File: src/rtl/arbitro_bus_rtc.sv
// Arbiter/sequencer for the shared RTC bus: runs init once, then grants periodic reads
// and user writes, muxing the granted sub-FSM onto the bus pins under a watchdog.
module arbitro_bus_rtc #(
  parameter int unsigned REFRESH_CYCLES = 1000,
  parameter int unsigned TIMEOUT        = 255
) (
  input  logic       clk,
  input  logic       reset,
  input  logic       req_escribir,
  input  logic       fin_inicializar,
  input  logic       fin_leer,
  input  logic       fin_escribir,
  input  logic [3:0] bus_ini,
  input  logic [3:0] bus_leer,
  input  logic [3:0] bus_esc,
  output logic       do_it_inicializar,
  output logic       do_it_leer,
  output logic       do_it_escribir,
  output logic       a_d,
  output logic       cs,
  output logic       rd,
  output logic       wr,
  output logic [1:0] grant,
  output logic       ocupado,
  output logic       timeout_err
);

  localparam int unsigned RefW = (REFRESH_CYCLES > 2) ? $clog2(REFRESH_CYCLES) : 1;
  localparam int unsigned WdW  = (TIMEOUT > 2) ? $clog2(TIMEOUT) : 1;
  localparam logic [RefW-1:0] RefLast = RefW'(REFRESH_CYCLES - 1);
  localparam logic [WdW-1:0]  WdLast  = WdW'(TIMEOUT - 1);

  typedef enum logic [2:0] {StArranque, StIni, StIdle, StLeer, StEsc} state_e;

  state_e          state_q, state_d;
  logic [RefW-1:0] refresh_q, refresh_d;
  logic [WdW-1:0]  wdog_q, wdog_d;
  logic            esc_pend_q, esc_pend_d;
  logic            leer_pend_q, leer_pend_d;
  logic            fin_cur, fin_ok, forced, entering;
  logic            do_ini_d, do_leer_d, do_esc_d, ocupado_d, timeout_err_d;
  logic [1:0]      grant_d;
  logic [3:0]      bus_mux;

  // State register plus all registered outputs.
  always_ff @(posedge clk) begin
    if (reset) begin
      state_q           <= StArranque;
      refresh_q         <= '0;
      wdog_q            <= '0;
      esc_pend_q        <= 1'b0;
      leer_pend_q       <= 1'b0;
      do_it_inicializar <= 1'b0;
      do_it_leer        <= 1'b0;
      do_it_escribir    <= 1'b0;
      grant             <= 2'b00;
      ocupado           <= 1'b1;
      timeout_err       <= 1'b0;
    end else begin
      state_q           <= state_d;
      refresh_q         <= refresh_d;
      wdog_q            <= wdog_d;
      esc_pend_q        <= esc_pend_d;
      leer_pend_q       <= leer_pend_d;
      do_it_inicializar <= do_ini_d;
      do_it_leer        <= do_leer_d;
      do_it_escribir    <= do_esc_d;
      grant             <= grant_d;
      ocupado           <= ocupado_d;
      timeout_err       <= timeout_err_d;
    end
  end

  // Next-state: only the granted FSM's fin counts; fin beats a same-cycle timeout.
  always_comb begin
    state_d = state_q;
    fin_cur = 1'b0;
    fin_ok  = 1'b0;
    forced  = 1'b0;
    case (state_q)
      StIni:   fin_cur = fin_inicializar;
      StLeer:  fin_cur = fin_leer;
      StEsc:   fin_cur = fin_escribir;
      default: fin_cur = 1'b0;
    endcase
    case (state_q)
      StArranque: state_d = StIni;
      StIdle: begin
        if (esc_pend_q) begin
          state_d = StEsc;
        end else if (leer_pend_q) begin
          state_d = StLeer;
        end
      end
      StIni, StLeer, StEsc: begin
        if (fin_cur) begin
          state_d = StIdle;
          fin_ok  = 1'b1;
        end else if (wdog_q == WdLast) begin
          state_d = StIdle;
          forced  = 1'b1;
        end
      end
      default: state_d = StArranque;
    endcase
  end

  // Counters and pending flags; a new request in the grant cycle stays pending.
  always_comb begin
    entering  = (state_d != state_q);
    wdog_d    = '0;
    refresh_d = '0;
    if (!entering && (state_q inside {StIni, StLeer, StEsc})) begin
      wdog_d = wdog_q + 1'b1;
    end
    if (state_q != StArranque && refresh_q != RefLast) begin
      refresh_d = refresh_q + 1'b1;
    end
    esc_pend_d  = (esc_pend_q && !(state_q == StIdle && state_d == StEsc)) ||
                  (req_escribir && state_q != StArranque);
    leer_pend_d = (leer_pend_q && !(state_q == StIdle && state_d == StLeer)) ||
                  (refresh_q == RefLast && state_q != StArranque);
  end

  // Registered outputs decoded from the upcoming state.
  always_comb begin
    do_ini_d  = entering && (state_d == StIni);
    do_leer_d = entering && (state_d == StLeer);
    do_esc_d  = entering && (state_d == StEsc);
    ocupado_d = (state_d != StIdle);
    case (state_d)
      StIni:   grant_d = 2'b01;
      StLeer:  grant_d = 2'b10;
      StEsc:   grant_d = 2'b11;
      default: grant_d = 2'b00;
    endcase
    timeout_err_d = timeout_err;
    if (forced) begin
      timeout_err_d = 1'b1;
    end else if (fin_ok) begin
      timeout_err_d = 1'b0;
    end
  end

  // Zero-latency pin mux selected by the registered state.
  always_comb begin
    case (state_q)
      StIni:   bus_mux = bus_ini;
      StLeer:  bus_mux = bus_leer;
      StEsc:   bus_mux = bus_esc;
      default: bus_mux = 4'b1111;
    endcase
    {a_d, cs, rd, wr} = bus_mux;
  end

endmodule

File: config.mk
export PLATFORM = sky130hd
export DESIGN_NAME = arbitro_bus_rtc
export DESIGN_NICKNAME = d
export VERILOG_FILES = /design/src/rtl/arbitro_bus_rtc.sv
export SDC_FILE = /design/constraint.sdc
export NUM_CORES = 1
export LEC_CHECK = 0
export ABC_AREA = 1
export BUFFER_PORTS_ARGS = -buffer_cell sky130_fd_sc_hd__buf_4
export CAP_MARGIN = 20
export CORE_ASPECT_RATIO = 2
export CORE_MARGIN = 8
export CORE_UTILIZATION = 51
export CTS_BUF_LIST = sky130_fd_sc_hd__clkbuf_4 sky130_fd_sc_hd__clkbuf_8
export DETAILED_ROUTE_END_ITERATION = 8
export MAX_ROUTING_LAYER = met4
export PLACE_DENSITY = 0.75
export SLEW_MARGIN = 20
export SYNTH_ARGS = -nofsm -noshare
export SYNTH_HDL_FRONTEND = slang
export SYNTH_SLANG_ARGS = --single-unit
File: constraint.sdc
create_clock -name clk -period 3.8 [get_ports clk]
set_clock_uncertainty 0.1 [all_clocks]
set_input_delay 0.76 -clock clk [delete_from_list [all_inputs] [get_ports clk]]
set_output_delay 0.76 -clock clk [all_outputs]
set_load 0.05 [all_outputs]
==> impl_metrics.ini, run 1 <==
[sta]
tightestPinTransition_ns = 0.285
setup_viol = 0
period_minus_slack_ns = 2.44
fmax_ghz = 0.410
slew_headroom_pct = 80.9
maxSlewViolCount = 0
period_share_pct = 64.2
rsz0062_at_grt = no
hold_violations = 0
fin_ws_ns = 1.36
holdWs_ns = 0.364
setup_tns_ns = 0

[power]
p_seq_share_pct = 43.0
ir_drop_uv = 361
p_comb_share_pct = 24.3
p_total_mw = 0.809
swShare_pct = 32.1
leakagePower_nw = 0.754
power_density_nw_per_um2 = 467
pwr-share-clk_pct = 32.7
p_sw_mw = 0.260
p_int_mw = 0.549

[setup_path]
crit_buf_inv = 2
rr_worst_depth = 9
critical_path.top_delay_family = simple AND/OR/NAND/NOR gates
path_class = register to output port
critical_path.max_stage_delay_ns = 0.37
cp.depth = 7
crit_chain = nor2_1 > nand2_1 > nand2_2 > inv_1 > a21oi_1 > nand3_1 > buf_4
worstPathMaxFanout = 7
reg2reg_from = wdog_q[0]
critPathSlowestCell = dfxtp_1
critPathLaunchType = register
critPathRequiredTime_ns = 2.94
worstPathArrival_ns = 1.58
crit_path_start = state_q[0]
end_kind = output port

[yosys]
synth_edf_count = 0
syn_area_um2 = 1390
yosysWarnings = 0
synthCells = 196
yosysSeqAreaShare_pct = 43.1
synthDistinctLibCells = 23
async_flop_share_pct = 0
avgSynthCellArea_um2 = 7.11
ys_ff_latch = 30
synthFlopType = dfxtp_1
synth_nets = 217

[drt]
drc = 0
drt-total-wl_um = 2870
first_pass_iters = 4
ant_nets = 0
wl_per_cell_um = 11.0
routed-via-count = 1288
viasPerCell = 4.95
drt_iter0_drc = 31

[grt]
grt_pass1_vias = 1211
grtUsageMet3_pct = 4.95
grt_pass1_wl_um = 5040
use_met2_pct = 18.8
grt_start_max_net_pins = 10
top_usage_layer = met2
antenna_found_initial = 0
grt_util_all_layers_pct = 13.5
use_met1_pct = 16.6
overflow = 0

[final_layout]
drive_above_1_share_pct = 19.9
fillers = 242
layout_commonest_cell = nand2_1
insertedDiodeCount = 0
area_delta_synth_final_pct = 24.2
regArea_um2 = 601
multi_input_area_um2 = 681
layout_common_cells = nand2_1, nor2_1, dfxtp_1, inv_1, buf_4
final_nets = 251

[cts]
clockBufferDepth = 2
cts_resized = 0
cts.clk_slew.worst_paths_ns = 0.06
numClockSinks = 30
tritoncts = built
clock_latency_ns = 0.28
cts.htree.levels = 2
ctsRootBufferMaster = clkbuf_8
cts_buffers = 5
cts_setup_buffers = 0
cts_hold_buf = 0

[outcome]
status = finished clean

[min_path]
hold_class = register to register
worstHoldStart = wdog_q[0]
min_path_cells = 1

[place]
numPortBuffers = 28
place.gp.congestion = 0.869
dp_hpwl_um = 2260
post-place-ws_ns = 1.61

[floorplanning]
initial_core_util_pct = 52.2
coreArea_um2 = 2670
die_area_um2 = 4760
dieHeight_um = 89.9
die_x_um = 53.0
placementRows = 27
io_pins = 29

[run]
cap_violations = 0
## path summary, 6_finish.rpt
path	endpoint	slack, ns
max	rd	1.36
min	wdog_q[0]	0.36
max reg2reg	grant[1]	2.24
min reg2reg	wdog_q[0]	0.36
## cell type report
class | count | share of cell area, %
clock buffer | 7 | 5.20
clock inverter | 1 | 0.289
multi-input combinational | 136 | 39.3
sequential | 30 | 34.7
tap | 29 | 2.10
inverter | 29 | 6.29
timing repair buffer | 28 | 12.1
## per-stage QoR
stage / util [%] / area, µm² / cells
2_1_floorplan: - / 1390 / 196
3_3_place_gp: 61.3 / 1640 / 252
3_5_place_dp: 61.3 / 1640 / 252
4_1_cts: 64.9 / 1730 / 260
5_1_grt: 64.9 / 1730 / 260
6_report: 64.9 / 1730 / 260
## state kept, by name, summed over array words and instances, names as in the netlist
name               cells
wdog_q                 8
do_it_inicializar      1
do_it_escribir         1
leer_pend_q            1
do_it_leer             1
state_q                3
ocupado                1
timeout_err            1
grant                  2
esc_pend_q             1
refresh_q             10
## power by group through the flow
stage | combinational, mW | clock, mW | sequential [mW]
finish | 0.197 | 0.264 | 0.348
detailed placement | 0.197 | 0 | 0.355
CTS | 0.198 | 0.273 | 0.348
global placement | 0.195 | 0 | 0.354
floorplan | 0.113 | 0 | 0.379
global route | 0.214 | 0.285 | 0.351
## cell usage after synthesis (3+ instances only)
| library cell | instances | area share [%] |
|---|---|---|
| xor2_1 | 3 | 1.9 |
| nor2_1 | 35 | 9.4 |
| nand3_1 | 17 | 6.1 |
| nor3_1 | 7 | 2.5 |
| inv_1 | 28 | 7.5 |
| a21oi_1 | 9 | 3.2 |
| o21ai_0 | 4 | 1.4 |
| xnor2_1 | 3 | 1.9 |
| ha_1 | 3 | 2.7 |
| nand2_1 | 39 | 11 |
| dfxtp_1 | 30 | 43 |
## logic make-up (layout without fill, tap and decap cells)
kind of cell	Yosys count	count (layout)	share of synthesized area [%]
compound gates	18	18	7.72
xor+xnor	6	6	3.77
fa+ha+maj	3	3	2.69
buf+inv	30	65	8.08
flops	30	30	43.1
simple gates	109	109	34.6
## layer usage
layer	share of wire (%)	routed length, µm
met1	49	1390
met2	44	1270
met3	5.2	148
met4	2.0	57
met5	0	0
No activity file was read; power rests on OpenSTA's default activity.
==> run 2: changes to the inputs <==
==> constraint.sdc (replaced) <==
create_clock -name clk -period 2.3 [get_ports clk]
set_clock_uncertainty 0.1 [all_clocks]
set_input_delay 0.46 -clock clk [delete_from_list [all_inputs] [get_ports clk]]
set_output_delay 0.46 -clock clk [all_outputs]
set_load 0.05 [all_outputs]
==> impl_metrics.ini, run 2 (synthesis gave the netlist of run 1 again) <==
[drt]
drt_iter0_drc = 23
ant_nets = 0
routed-via-count = 1301
drc = 0
first_pass_iters = 4
viasPerCell = 5.00
wl_per_cell_um = 11.1
drt-total-wl_um = 2890

[setup_path]
worstPathMaxFanout = 7
critical_path.top_delay_family = simple AND/OR/NAND/NOR gates
crit_chain = nor2_1 > nand2_1 > nand2_2 > inv_1 > a21oi_1 > nand3_1 > buf_4
worstPathArrival_ns = 1.52
crit_buf_inv = 2
critPathSlowestCell = dfxtp_1
critPathLaunchType = register
critical_path.max_stage_delay_ns = 0.38
path_class = register to output port
end_kind = output port
critPathRequiredTime_ns = 1.74

[final_layout]
layout_common_cells = nand2_1, nor2_1, dfxtp_1, inv_1, buf_4
regMostFlops = refresh_q
area_delta_synth_final_pct = 24.2
final_nets = 251
utilization_pct = 64.9
reg.largest.list = refresh_q (10), wdog_q (8), state_q (3)
final_cells = 260
drive_above_1_share_pct = 19.9
largest_reg_flops = 10
layout_commonest_cell = nand2_1
insertedDiodeCount = 0

[power]
pwr-share-clk_pct = 32.5
p_seq_share_pct = 43.2
p_comb_share_pct = 24.3
swShare_pct = 32.8
p_int_mw = 0.895
leakagePower_nw = 0.749
p_sw_mw = 0.436
ir_drop_uv = 544
power_density_nw_per_um2 = 769

[sta]
setup_viol = 0
period_share_pct = 90.3
period_minus_slack_ns = 2.08
fmax_ghz = 0.481
slew_headroom_pct = 81.2
maxSlewViolCount = 0
rsz0062_at_grt = no
fin_ws_ns = 0.223
tightestPinTransition_ns = 0.281
hold_violations = 0
setup_tns_ns = 0

[place]
numPortBuffers = 28
post-place-ws_ns = 0.533
dp_cells = 252
place.gp.congestion = 0.857
dp_hpwl_um = 2300

[cts]
ctsRootBufferMaster = clkbuf_8
cts_setup_buffers = 0
clockBufferDepth = 2
cts_resized = 0
cts.clk_slew.worst_paths_ns = 0.06
clock_latency_ns = 0.27
numClockSinks = 30
cts_buffers = 5
cts_hold_buf = 0
tritoncts = built
cts.htree.levels = 2

[floorplanning]
io_pins = 29
dieHeight_um = 89.9
placementRows = 27
initial_core_util_pct = 52.2
die_area_um2 = 4760
die_x_um = 53.0
coreArea_um2 = 2670

[grt]
grt_util_all_layers_pct = 13.8
grt_pass1_wl_um = 5270
overflow = 0
grt_pass1_vias = 1346
antenna_found_initial = 0
grt_start_max_net_pins = 11

[outcome]
status = finished clean

[min_path]
hold_class = input pin to register

[run]
cap_violations = 0
-- run 2: changes by cell type in the layout (fill, tap and decap cells not counted) --
| cell | before | now |
|---|---|---|
| clkbuf_4 | 1 | 0 |
| clkinvlp_4 | 0 | 1 |
-- run 2: through the flow --
stage          power [mW]  cell area (µm²)  hold slack (ns)
2_1_floorplan       0.813             1390            0.330
3_3_place_gp        0.906             1640            0.345
3_5_place_dp        0.911             1640            0.351
4_1_cts              1.35             1730            0.290
5_1_grt              1.41             1730            0.300
6_report             1.33             1730            0.296
-- run 2: final cells by class --
type	instances	area [µm²]
Clock buffer	6	82.6
Clock inverter	2	12.5
Timing Repair Buffer	28	210
Inverter	29	109
Sequential cell	30	601
Multi-Input combinational cell	136	681
Tap cell	29	36.3
Fill cell	254	937
-- run 2: path summary, 6_finish.rpt --
path                startpoint           end  slack, ns  cells past startpoint
hold / removal    req_escribir    esc_pend_q       0.30                      2
setup / recovery    state_q[0]            rd       0.22                      7
hold reg to reg   refresh_q[0]  refresh_q[0]       0.37                      1
setup reg to reg  refresh_q[0]  refresh_q[6]       0.74                      6
-- run 2: power by group through the flow --
stage,sequential (mW),combinational (mW),clock (mW)
after floorplan,0.626,0.187,0
after global placement,0.583,0.323,0
after detailed placement,0.585,0.326,0
after CTS,0.574,0.326,0.447
after global routing,0.579,0.353,0.474
final,0.575,0.324,0.433
-- run 2: worst register-to-register path, cell delays in order (launching register included) --
cell and delay, ns:
dfxtp_1 0.38, ha_1 0.21, nand3_1 0.10, nor2_1 0.16
nand2_1 0.13, or2_2 0.29, a21oi_1 0.11
-- run 2: metal layers --
| layer | up-vias | GRT usage (%) | part of all wire (%) | wire, µm |
|---|---|---|---|---|
| met1 | 577 | 16.3 | 48 | 1380 |
| li1 | 690 | - | - | - |
| met2 | 30 | 20.7 | 46 | 1340 |
| met5 | - | - | 0 | 0 |
| met4 | 0 | 5.22 | 1.1 | 32 |
| met3 | 4 | 4.62 | 4.8 | 139 |
